## src/rtl/ex_operand_stage_pkg.sv

```systemverilog
// rtl/ex_operand_stage_pkg.sv - shared CPU constants, forwarding encoding and ID/EX register layout
package ex_operand_stage_pkg;

  localparam logic [4:0] ALU_AND = 5'd0;
  localparam logic [4:0] ALU_OR  = 5'd1;
  localparam logic [4:0] ALU_ADD = 5'd2;
  localparam logic [4:0] ALU_SUB = 5'd6;
  localparam logic [4:0] ALU_SLL = 5'd8;
  localparam logic [4:0] ALU_SRA = 5'd9;

  typedef enum logic [1:0] {
    FWD_REG = 2'd0,
    FWD_WB  = 2'd1,
    FWD_EXM = 2'd2
  } fwd_sel_t;

  typedef struct packed {
    logic        valid;
    logic [4:0]  rs;
    logic [4:0]  rt;
    logic [4:0]  rd;
    logic [4:0]  alu_control;
    logic        alu_src_imm;
    logic        is_shift;
    logic        reg_write;
    logic        mem_read;
    logic        mem_write;
    logic [31:0] rs_val;
    logic [31:0] rt_val;
    logic [31:0] imm;
    logic [4:0]  shamt;
  } idex_t;

  function automatic idex_t idex_bubble();
    idex_t b;
    b = '0;
    b.alu_control = ALU_ADD;
    return b;
  endfunction

endpackage

```

## src/rtl/ex_operand_stage_forward_unit.sv

```systemverilog
// rtl/ex_operand_stage_forward_unit.sv - forwarding priority select for one operand
module forward_unit
  import ex_operand_stage_pkg::*;
(
  input  logic [4:0]  reg_num,
  input  logic [31:0] reg_val,
  input  logic        exm_reg_write,
  input  logic [4:0]  exm_rd,
  input  logic [31:0] exm_result,
  input  logic        wb_reg_write,
  input  logic [4:0]  wb_rd,
  input  logic [31:0] wb_result,
  output logic [31:0] value
);

  fwd_sel_t sel;

  // EX/MEM is the younger producer, so it beats MEM/WB; r0 is hardwired zero
  always_comb begin
    sel = FWD_REG;
    if (reg_num != 5'd0 && exm_reg_write && exm_rd == reg_num)
      sel = FWD_EXM;
    else if (reg_num != 5'd0 && wb_reg_write && wb_rd == reg_num)
      sel = FWD_WB;
  end

  always_comb begin
    case (sel)
      FWD_EXM: value = exm_result;
      FWD_WB:  value = wb_result;
      default: value = reg_val;
    endcase
  end

endmodule

```

## src/rtl/ex_operand_stage.sv

```systemverilog
// rtl/ex_operand_stage.sv - ID/EX pipeline register with operand forwarding and load-use detect
module ex_operand_stage
  import ex_operand_stage_pkg::*;
(
  input  logic               clk,
  input  logic               reset_n,
  input  logic               id_valid,
  input  logic [31:0]        id_rs_val,
  input  logic [31:0]        id_rt_val,
  input  logic [31:0]        id_imm,
  input  logic [4:0]         id_shamt,
  input  logic [4:0]         id_rs,
  input  logic [4:0]         id_rt,
  input  logic [4:0]         id_rd,
  input  logic [4:0]         id_alu_control,
  input  logic               id_alu_src_imm,
  input  logic               id_is_shift,
  input  logic               id_reg_write,
  input  logic               id_mem_read,
  input  logic               id_mem_write,
  input  logic               stall,
  input  logic               flush,
  input  logic               exm_reg_write,
  input  logic [4:0]         exm_rd,
  input  logic [31:0]        exm_result,
  input  logic               wb_reg_write,
  input  logic [4:0]         wb_rd,
  input  logic [31:0]        wb_result,
  output logic signed [31:0] src_a,
  output logic signed [31:0] src_b,
  output logic [4:0]         sig_alu_control,
  output logic               ex_valid,
  output logic [4:0]         ex_rd,
  output logic               ex_reg_write,
  output logic               ex_mem_read,
  output logic               ex_mem_write,
  output logic [31:0]        ex_store_data,
  output logic               load_use_hazard
);

  idex_t r;
  idex_t d;
  logic [31:0] fwd_rs;
  logic [31:0] fwd_rt;

  // An invalid decode slot is loaded as a full bubble so nothing stale leaks downstream
  always_comb begin
    d = r;
    if (flush) begin
      d = idex_bubble();
    end else if (!stall) begin
      if (id_valid) begin
        d.valid       = 1'b1;
        d.rs          = id_rs;
        d.rt          = id_rt;
        d.rd          = id_rd;
        d.alu_control = id_alu_control;
        d.alu_src_imm = id_alu_src_imm;
        d.is_shift    = id_is_shift;
        d.reg_write   = id_reg_write;
        d.mem_read    = id_mem_read;
        d.mem_write   = id_mem_write;
        d.rs_val      = id_rs_val;
        d.rt_val      = id_rt_val;
        d.imm         = id_imm;
        d.shamt       = id_shamt;
      end else begin
        d = idex_bubble();
      end
    end
  end

  always_ff @(posedge clk or negedge reset_n) begin
    if (!reset_n) r <= idex_bubble();
    else          r <= d;
  end

  forward_unit u_fwd_rs (
    .reg_num(r.rs), .reg_val(r.rs_val),
    .exm_reg_write(exm_reg_write), .exm_rd(exm_rd), .exm_result(exm_result),
    .wb_reg_write(wb_reg_write), .wb_rd(wb_rd), .wb_result(wb_result),
    .value(fwd_rs)
  );

  forward_unit u_fwd_rt (
    .reg_num(r.rt), .reg_val(r.rt_val),
    .exm_reg_write(exm_reg_write), .exm_rd(exm_rd), .exm_result(exm_result),
    .wb_reg_write(wb_reg_write), .wb_rd(wb_rd), .wb_result(wb_result),
    .value(fwd_rt)
  );

  // Shifts take the value to shift from rt and the amount from shamt
  always_comb begin
    src_a = r.is_shift ? fwd_rt : fwd_rs;
    if (r.is_shift)         src_b = {27'b0, r.shamt};
    else if (r.alu_src_imm) src_b = r.imm;
    else                    src_b = fwd_rt;
  end

  assign sig_alu_control = r.alu_control;
  assign ex_valid        = r.valid;
  assign ex_rd           = r.rd;
  assign ex_reg_write    = r.reg_write;
  assign ex_mem_read     = r.mem_read;
  assign ex_mem_write    = r.mem_write;
  assign ex_store_data   = fwd_rt;

  assign load_use_hazard = r.valid && r.mem_read && (r.rd != 5'd0) &&
                           ((r.rd == id_rs) || (r.rd == id_rt)) && id_valid;

endmodule

```

## config.mk

```make
export PLATFORM = sky130hd
export DESIGN_NAME = ex_operand_stage
export DESIGN_NICKNAME = d
export VERILOG_FILES = /design/src/rtl/ex_operand_stage_pkg.sv /design/src/rtl/ex_operand_stage_forward_unit.sv /design/src/rtl/ex_operand_stage.sv
export SDC_FILE = /design/constraint.sdc
export NUM_CORES = 1
export LEC_CHECK = 0
export CAP_MARGIN = 20
export CORE_MARGIN = 1.5
export CORE_UTILIZATION = 47
export DETAILED_ROUTE_END_ITERATION = 6
export GPL_TIMING_DRIVEN = 0
export HOLD_SLACK_MARGIN = 0.02
export PLACE_DENSITY = 0.87
export RECOVER_POWER = 25
export SYNTH_ARGS = -nofsm -noshare
export SYNTH_HDL_FRONTEND = slang
export SYNTH_HIERARCHICAL = 1
export SYNTH_SLANG_ARGS = --single-unit
```

## constraint.sdc

```tcl
create_clock -name clk -period 5.75 [get_ports clk]
set_input_delay 1.15 -clock clk [delete_from_list [all_inputs] [get_ports clk]]
set_output_delay 1.15 -clock clk [all_outputs]
set_load 0.1 [all_outputs]
```

==> flow_metrics.env, run 1 <==
export IMPL_r2r_end="r[104]"
export IMPL_clockBufferDepth=2
export IMPL_wirelength_um=31200
export IMPL_core_um2=15400
export IMPL_status="finished with violations"
export IMPL_required_ns=4.60
export IMPL_synth_seq_cells=127
export IMPL_synth_cells=764
export IMPL_postCtsSetupBuffers=0
export IMPL_fin_area_um2=11900
export IMPL_rrSetupSlack_ns=4.37
export IMPL_dpl_cell_area_um2=11200
export IMPL_syn_area_um2=7490
export IMPL_final_cell_mix="clkdlybuf4s50_1, dfrtp_1, a22o_1, nor3_1, nand3_1"
export IMPL_fmax_mhz=175
export IMPL_antenna_found_initial=0
export IMPL_final_min_clock_period_ns=5.70
export IMPL_root_buffer="clkbuf_16"
export IMPL_layout_commonest_cell="clkdlybuf4s50_1"
export IMPL_synth_edff_count=0
export IMPL_hp_start="sig_alu_control[1]"
export IMPL_path_max_fanout=10
export IMPL_criticalPathCategory="primary input to output pin"
export IMPL_timing_final_crit_share_pct=99.2
export IMPL_tightest_slew_ns=3.38
export IMPL_grt_pass1_vias=8423
export IMPL_worst_clock_skew_ns=0
export IMPL_vdd_drop_max_uv=215
export IMPL_fillers=1090
export IMPL_cellPowerDensity_nw_per_um2=244
export IMPL_wl_per_cell_um=23.5
export IMPL_yosys_warnings=6
export IMPL_reg2regPathDepth=3
export IMPL_place_congestion=0.936
export IMPL_cp_start_kind="primary input"
export IMPL_setup_viol=0
export IMPL_relSlewSlack_pct=-126
export IMPL_ys_async_sr_fraction_pct=100
export IMPL_cts_tree="done"
export IMPL_slew_viol_final=130
export IMPL_gr_total_overflow=0
export IMPL_die_area_um2=16700
export IMPL_die_w_um=129
export IMPL_drtIter0Drc=864
export IMPL_muxShareOfSynthArea_pct=9.09
export IMPL_violations="capacitance limit, slew limit"
export IMPL_area_delta_synth_final_pct=58.3
export IMPL_clk_pin_slew_ns=0.06
export IMPL_maxCapViolCount=2
export IMPL_layout_drive_gt1_share_pct=15.9
export IMPL_clock_latency_ns=0.43
export IMPL_hold_depth=2
export IMPL_route_vias_total=8253
export IMPL_antenna_left=0
export IMPL_synthAdderAreaFrac_pct=0
export IMPL_ys_seq_area_share_pct=42.4
export IMPL_grt_max_degree=66
export IMPL_io_pins=318
export IMPL_antenna_cells=0
export IMPL_portBuffers=317
export IMPL_leakage_nw=5.67
export IMPL_synth_simple_gate_area_share_pct=11.7
export IMPL_yosys_area_share_xor_xnor_pct=3.51
export IMPL_rsz0062_at_grt="false"
export IMPL_initial_core_util_pct=48.7
export IMPL_firstDrtPassIters=5
export IMPL_vias_per_cell=6.23
export IMPL_drc_errors=0
export IMPL_cts_sinks=127
export IMPL_rows=45
export IMPL_avgSynthCellArea_um2=9.80
export IMPL_design_power_total_mw=2.89
export IMPL_grt_pass1_wl_um=46700
export IMPL_cp_arrival_ns=4.55
export IMPL_final_nets=1308
export IMPL_syn_nets=971
export IMPL_cts_buffers=17
export IMPL_netlist_cell_type_count=34
export IMPL_grt_usage_pct=37.1
export IMPL_hold_slack_ns=0.486
export IMPL_end_kind="output pin"
export IMPL_ff_latch_area_um2=3180
export IMPL_timing_rr_start="r[104]"
export IMPL_hold_viol=0
export IMPL_dp_hpwl_um=22600
export IMPL_die_h_um=129
export IMPL_synth_top_family_by_area="compound AO/OA/AOI/OAI gates"
export IMPL_startpoint="wb_rd[2]"
export IMPL_min_to="sig_alu_control[1]"
export IMPL_cts_max_level=4
export IMPL_synth_compound_area_share_pct=25.9
export IMPL_synth_top_flop_cell="dfrtp_1"
export IMPL_hold_class="flip-flop to flip-flop"
export IMPL_multi_input_area_um2=3980
-- area by class of cell --
| cell class | instances | share of cell area, % |
|---|---|---|
| Buffer | 96 | 4.56 |
| Clock inverter | 14 | 1.54 |
| Timing Repair Buffer | 318 | 27.6 |
| Clock buffer | 18 | 3.62 |
| Sequential cell | 127 | 26.8 |
| Inverter | 2 | 0.0633 |
| Tap cell | 211 | 2.23 |
| Multi-Input combinational cell | 539 | 33.5 |
-- worst max-delay path: stages --
cell and delay, ns:
clkdlybuf4s50_1 0.53, xnor2_1 0.17, and4_1 0.22, clkbuf_1 0.30, clkbuf_1 0.48, nand3_1 0.16
a31oi_2 0.34, clkdlybuf4s50_1 1.20
-- power breakdown --
| part | leakage [nW] | internal (mW) | switching, mW | total, mW |
|---|---|---|---|---|
| registers | 1.73 | 0.928 | 0.0262 | 0.954 |
| clock network | 0.289 | 0.690 | 0.447 | 1.14 |
| logic | 3.66 | 0.279 | 0.522 | 0.801 |
-- flip-flops by register name (all words and copies together) (netlist names) --
register         count
ex_mem_read          1
r                  113
ex_rd                5
ex_mem_write         1
sig_alu_control      5
ex_valid             1
ex_reg_write         1
-- how the worst max path moves through the flow --
| stage | slack, ns | depth (start not counted) | to |
|---|---|---|---|
| finish | 0.05 | 8 | ex_store_data[8] |
| global route | 0.005 | 8 | ex_store_data[23] |
| CTS | 0.005 | 10 | src_b[15] |
| detailed placement | -0.22 | 10 | src_b[25] |
| global placement | -1.43 | 1 | r[16] |
| floorplan | -0.06 | 8 | src_b[0] |
-- synthesized netlist by cell type (2+ instances only) --
| library cell | instances | area share [%] |
|---|---|---|
| dfrtp_1 | 126 | 42 |
| a22o_1 | 124 | 14 |
| nand3_1 | 66 | 4.4 |
| nor3_1 | 66 | 4.4 |
| a31oi_1 | 64 | 5.3 |
| o21ai_0 | 59 | 3.9 |
| buf_2 | 36 | 2.4 |
| mux2_2 | 32 | 4.8 |
| mux2i_1 | 32 | 4.3 |
| clkbuf_1 | 28 | 1.4 |
| nor2_1 | 27 | 1.4 |
| xnor2_1 | 24 | 2.8 |
| buf_4 | 18 | 1.8 |
| o21ai_1 | 10 | 0.67 |
| buf_6 | 8 | 1.2 |
| clkbuf_2 | 6 | 0.40 |
| xor2_1 | 6 | 0.70 |
| nand2_1 | 5 | 0.25 |
| nand4_1 | 4 | 0.33 |
| o211ai_2 | 4 | 0.67 |
| and4_1 | 2 | 0.23 |
| inv_1 | 2 | 0.10 |
| o211a_1 | 2 | 0.27 |
| or2_1 | 2 | 0.17 |
| or4_4 | 2 | 0.30 |
-- metal layers --
metal,share of wire (%),wire (um),vias to the layer above,GRT usage [%]
li1,-,-,3599,-
met1,38,11900,3998,45.8
met2,48,15000,547,60.9
met3,9.4,2930,109,9.17
met4,4.4,1360,0,18.3
met5,0,0,-,0
-- cells by family after synthesis --
family,after synthesis
AO/OA/AOI/OAI,268
AND/OR/NAND/NOR,177
flip-flops,127
buffers and inverters,98
multiplexers,64
XOR/XNOR,30
-- through the flow --
stage	cells	setup slack, ns	utilization, %	setup TNS [ns]
finish	1325	0.0474	77.2	0
global route	1325	0.00483	77.2	0
CTS	1325	0.00508	76.5	0
detailed placement	1293	-0.217	72.7	-0.694
global placement	1292	-1.43	72.5	-180.10
floorplan	764	-0.0629	-	-0.0629
-- repair_timing --
action,4_1_cts,5_1_grt
hold buffers,0,0
setup endpoints to repair,15,53
pin swaps,0,0
gates resized for setup,15,54
Note: power is estimated with default switching activity, not from simulation.
==> run 2: changes to the inputs <==
- RECOVER_POWER: 25 -> default
==> flow_metrics.env, run 2 (synthesized netlist as in run 1, its figures left out) <==
export IMPL_status="complete, no violations"
export IMPL_path_max_fanout=10
export IMPL_die_area_um2=16700
export IMPL_die_w_um=129
export IMPL_cellPowerDensity_nw_per_um2=244
export IMPL_cts_sinks=127
export IMPL_fmax_mhz=175
export IMPL_grt_pass1_vias=8423
export IMPL_slew_viol_final=0
export IMPL_root_buffer="clkbuf_16"
export IMPL_fillers=1085
export IMPL_cts_tree="done"
export IMPL_setup_viol=0
export IMPL_grt_pass1_wl_um=46700
export IMPL_layout_commonest_cell="clkdlybuf4s50_1"
export IMPL_clk_pin_slew_ns=0.06
export IMPL_postCtsSetupBuffers=0
export IMPL_criticalPathCategory="primary input to output pin"
export IMPL_vias_per_cell=6.27
export IMPL_p_clk_share_pct=39.3
export IMPL_largest_reg_flops=113
export IMPL_rrSetupSlack_ns=4.36
export IMPL_antenna_cells=0
export IMPL_rsz0062_at_grt="false"
export IMPL_io_pins=318
export IMPL_timing_rr_start="r[104]"
export IMPL_hold_class="flip-flop to flip-flop"
export IMPL_top_register="r"
export IMPL_cts_max_level=4
export IMPL_cp_start_kind="primary input"
export IMPL_hold_depth=2
export IMPL_hp_start="sig_alu_control[1]"
export IMPL_leakage_nw=5.69
export IMPL_clock_latency_ns=0.43
export IMPL_antenna_left=0
export IMPL_wirelength_um=31300
export IMPL_layout_setup_ws_ns=0.0507
export IMPL_maxCapViolCount=0
export IMPL_min_to="sig_alu_control[1]"
export IMPL_tns_ns=0
export IMPL_power_switching_mw=0.998
export IMPL_dpl_cell_area_um2=11200
export IMPL_reg2regPathDepth=3
export IMPL_antenna_found_initial=0
export IMPL_combPwrFrac_pct=27.8
export IMPL_drtIter0Drc=805
export IMPL_die_h_um=129
export IMPL_sequentialPowerShare_pct=32.9
export IMPL_core_um2=15400
export IMPL_gr_total_overflow=0
export IMPL_worst_clock_skew_ns=0
export IMPL_final_nets=1308
export IMPL_firstDrtPassIters=5
export IMPL_relSlewSlack_pct=28.4
export IMPL_fin_area_um2=11900
export IMPL_r2r_end="r[104]"
export IMPL_dp_hpwl_um=22600
export IMPL_p_int_mw=1.90
export IMPL_wl_per_cell_um=23.6
export IMPL_drc_errors=0
export IMPL_end_kind="output pin"
export IMPL_rows=45
export IMPL_required_ns=4.60
export IMPL_sw_frac_of_total_pct=34.5
export IMPL_grt_usage_pct=37.1
export IMPL_initial_core_util_pct=48.7
export IMPL_cts_hold_buf=0
export IMPL_final_cell_mix="clkdlybuf4s50_1, dfrtp_1, a22o_1, nor3_1, nand3_1"
export IMPL_vdd_drop_max_uv=218
export IMPL_cts_buffers=17
export IMPL_area_delta_synth_final_pct=58.7
export IMPL_cp_arrival_ns=4.55
export IMPL_hold_slack_ns=0.487
export IMPL_route_vias_total=8305
export IMPL_clockBufferDepth=2
export IMPL_final_min_clock_period_ns=5.70
export IMPL_tightest_slew_ns=1.07
export IMPL_portBuffers=317
export IMPL_layout_drive_gt1_share_pct=16.0
export IMPL_dp_slack_ns=-0.217
export IMPL_timing_final_crit_share_pct=99.1
export IMPL_place_congestion=0.936
export IMPL_grt_max_degree=66
export IMPL_hold_viol=0
run 2: changes by cell type in the layout (fill, tap and decap cells not counted), sizes merged:
| cell | change |
|---|---|
| clkbuf | -2 |
| buf | +2 |
run 2: worst max path at each step:
stage          slack (ns)     start                end  depth (start not counted)
6_report             0.05  wb_rd[2]  ex_store_data[29]                          8
5_1_grt             0.005  wb_rd[2]  ex_store_data[23]                          8
4_1_cts             0.005  wb_rd[2]          src_b[15]                         10
3_5_place_dp        -0.22  wb_rd[0]          src_b[25]                         10
3_3_place_gp        -1.43   reset_n              r[16]                          1
2_1_floorplan       -0.06  wb_rd[2]           src_b[0]                          8
run 2: layer usage:
layer  track usage (%)  vias up  share of wire, %
met1              45.8     4003                38
met5                 0        -                 0
met3              9.17      113                10
met4              18.3        0               4.5
li1                  -     3600                 -
met2              60.9      589                48
run 2: metrics by stage:
stage / util [%] / total power [mW] / cells
after detailed placement: 72.7 / 1.77 / 1293
after global routing: 77.4 / 2.98 / 1325
after floorplan: - / 1.45 / 764
after global placement: 72.5 / 1.76 / 1292
final: 77.4 / 2.90 / 1325
after CTS: 76.5 / 2.90 / 1325
run 2: worst max-delay path, stage by stage:
cell and delay, ns:
clkdlybuf4s50_1 0.53, xnor2_1 0.17, and4_1 0.22, clkbuf_1 0.30, clkbuf_1 0.46, nand3_1 0.18, a31oi_2 0.29, clkdlybuf4s50_1 1.24
run 2: what timing repair did:
| action | in CTS | in global routing |
|---|---|---|
| endpoints found under the setup margin | 15 | 53 |
| hold endpoints to repair | 0 | 0 |
| gates resized for setup | 15 | 54 |
run 2: power by group through the flow:
stage	Clock [mW]	Combinational [mW]	Sequential [mW]
CTS	1.15	0.801	0.953
floorplan	0	0.477	0.968
global route	1.19	0.834	0.956
finish	1.14	0.804	0.954
detailed placement	0	0.800	0.968
global placement	0	0.791	0.967
run 2: layout make-up:
type,instances,area (um^2),share of cell area [%]
multi-input cells,539,3980,33.5
repair buffers,318,3310,27.8
flip-flops and latches,127,3180,26.7
plain buffers,96,541,4.55
clock buffers,18,429,3.61
well taps,211,264,2.22
clock inverters,14,183,1.54
inverters,2,7.51,0.0631
==> run 3: changes to the inputs <==
- CORE_UTILIZATION: 47 -> 43
- PLACE_DENSITY: 0.87 -> 0.81
- clock period: 5.75 -> 6 ns (I/O delays scaled with it)
==> flow_metrics.env, run 3 (synthesized netlist as in run 1, its figures left out) <==
export IMPL_status="complete, no violations"
export IMPL_wl_per_cell_um=23.1
export IMPL_firstDrtPassIters=6
export IMPL_criticalPathCategory="primary input to output pin"
export IMPL_maxCapViolCount=0
export IMPL_cellPowerDensity_nw_per_um2=238
export IMPL_timing_rr_start="r[104]"
export IMPL_place_congestion=0.924
export IMPL_hold_viol=0
export IMPL_tightest_slew_ns=1.05
export IMPL_final_cell_mix="clkdlybuf4s50_1, dfrtp_1, a22o_1, nor3_1, nand3_1"
export IMPL_grt_pass1_vias=8194
export IMPL_antenna_cells=0
export IMPL_clock_latency_ns=0.43
export IMPL_hp_start="sig_alu_control[1]"
export IMPL_antenna_found_initial=1
export IMPL_vias_per_cell=6.11
export IMPL_grt_pass1_wl_um=46500
export IMPL_io_pins=318
export IMPL_end_kind="output pin"
export IMPL_antenna_left=0
export IMPL_startpoint="wb_rd[2]"
export IMPL_rows=48
export IMPL_fillers=1363
export IMPL_finish_utilization_pct=69.1
export IMPL_fmax_mhz=169
export IMPL_final_nets=1308
export IMPL_drc_errors=0
export IMPL_worstPathCellList="clkdlybuf4s50_1, xnor2_1, and4_1, clkbuf_1, clkbuf_1, nand3_1, a31oi_2, mux2_2, clkdlybuf4s50_1"
export IMPL_die_area_um2=18200
export IMPL_path_max_fanout=10
export IMPL_cts_tree="done"
export IMPL_timing_final_crit_share_pct=98.8
export IMPL_grt_usage_pct=33.8
export IMPL_grt_max_degree=67
export IMPL_largest_reg_flops=113
export IMPL_vdd_drop_max_uv=210
export IMPL_relSlewSlack_pct=29.5
export IMPL_root_buffer="clkbuf_16"
export IMPL_die_w_um=135
export IMPL_rsz0062_at_grt="false"
export IMPL_slew_viol_final=0
export IMPL_clk_pin_slew_ns=0.06
export IMPL_leakage_nw=5.16
export IMPL_wirelength_um=30900
export IMPL_layout_drive_gt1_share_pct=15.4
export IMPL_route_vias_total=8181
export IMPL_hold_class="flip-flop to flip-flop"
export IMPL_drtIter0Drc=775
export IMPL_cts_sinks=127
export IMPL_final_min_clock_period_ns=5.93
export IMPL_cts_hold_buf=0
export IMPL_critPathTopFamily="buffers and inverters"
export IMPL_initial_core_util_pct=43.6
export IMPL_clockBufferDepth=2
export IMPL_cp_arrival_ns=4.73
export IMPL_required_ns=4.80
export IMPL_cp_num_buf_inv=4
export IMPL_top_register="r"
export IMPL_worst_clock_skew_ns=0
export IMPL_hold_slack_ns=0.490
export IMPL_layout_commonest_cell="clkdlybuf4s50_1"
export IMPL_portBuffers=317
export IMPL_gr_total_overflow=0
export IMPL_setup_viol=0
export IMPL_slowest_stage="clkdlybuf4s50_1"
export IMPL_slowest_delay_ns=1.12
export IMPL_die_h_um=135
export IMPL_core_um2=17200
export IMPL_cts_max_level=4
export IMPL_dp_hpwl_um=22600
export IMPL_cp_start_kind="primary input"
export IMPL_area_delta_synth_final_pct=58.5
export IMPL_postCtsSetupBuffers=0
export IMPL_cts_buffers=17
run 3: cell types whose count changed in the layout (fill, tap and decap cells not counted), sizes merged:
cell and change:
clkinvlp -1, dlygate4sd2 -14, inv -4, bufinv +1, clkbuf +4, clkdlybuf4s50 +43
dlymetal6s2s -28, clkinv -1
run 3: metrics by stage:
stage	area (um^2)	TNS, ns	instances	worst slack (ns)	total power [mW]
finish	11900	0	1339	0.0746	2.82
global route	11900	0	1339	0.00176	2.90
CTS	11800	0	1339	0.0291	2.83
detailed placement	11200	0	1307	0.0315	1.69
global placement	11100	-165.64	1306	-1.33	1.69
floorplan	7690	0	764	0.0871	1.38
run 3: final cells by class:
cell class / instances / area (um^2) / area share [%]
multi-input cells: 539 / 3960 / 33.4
repair buffers: 318 / 3260 / 27.5
flip-flops and latches: 127 / 3180 / 26.8
plain buffers: 96 / 541 / 4.55
clock buffers: 23 / 488 / 4.11
well taps: 225 / 282 / 2.37
clock inverters: 9 / 154 / 1.30
inverters: 2 / 7.51 / 0.0632
run 3: per-layer routing:
| metal | GRT usage [%] | wire length, um | vias up |
|---|---|---|---|
| li1 | - | - | 3599 |
| met1 | 41.6 | 12100 | 3937 |
| met2 | 56.0 | 14700 | 561 |
| met3 | 8.86 | 2850 | 84 |
| met4 | 14.8 | 1190 | 0 |
| met5 | 0 | 0 | - |
run 3: where the power goes:
group / switching, mW / leakage [nW] / internal (mW)
sequential: 0.0238 / 1.73 / 0.889
clock: 0.398 / 0.310 / 0.739
combinational: 0.499 / 3.12 / 0.274
run 3: final timing paths:
| path | endpoint | slack [ns] | cells after the start |
|---|---|---|---|
| hold reg to reg | sig_alu_control[1] | 0.49 | 2 |
| setup reg to reg | r[104] | 4.72 | 3 |
| setup / recovery | src_a[10] | 0.07 | 9 |
| min in group asynchronous | r[8] | 0.74 | 1 |
| hold / removal | sig_alu_control[1] | 0.49 | 2 |
| max in group asynchronous | sig_alu_control[1] | 4.46 | 2 |
run 3: worst reg2reg max path, cell delays in order, from the launching register on:
cell and delay, ns:
dfrtp_1 0.32, buf_2 0.20, clkbuf_1 0.47, a22o_1 0.23
run 3: timing repair:
item                       in CTS  in global routing
setup endpoints to repair       0                 24
hold endpoints to repair        0                  0
gates resized for setup         0                 24
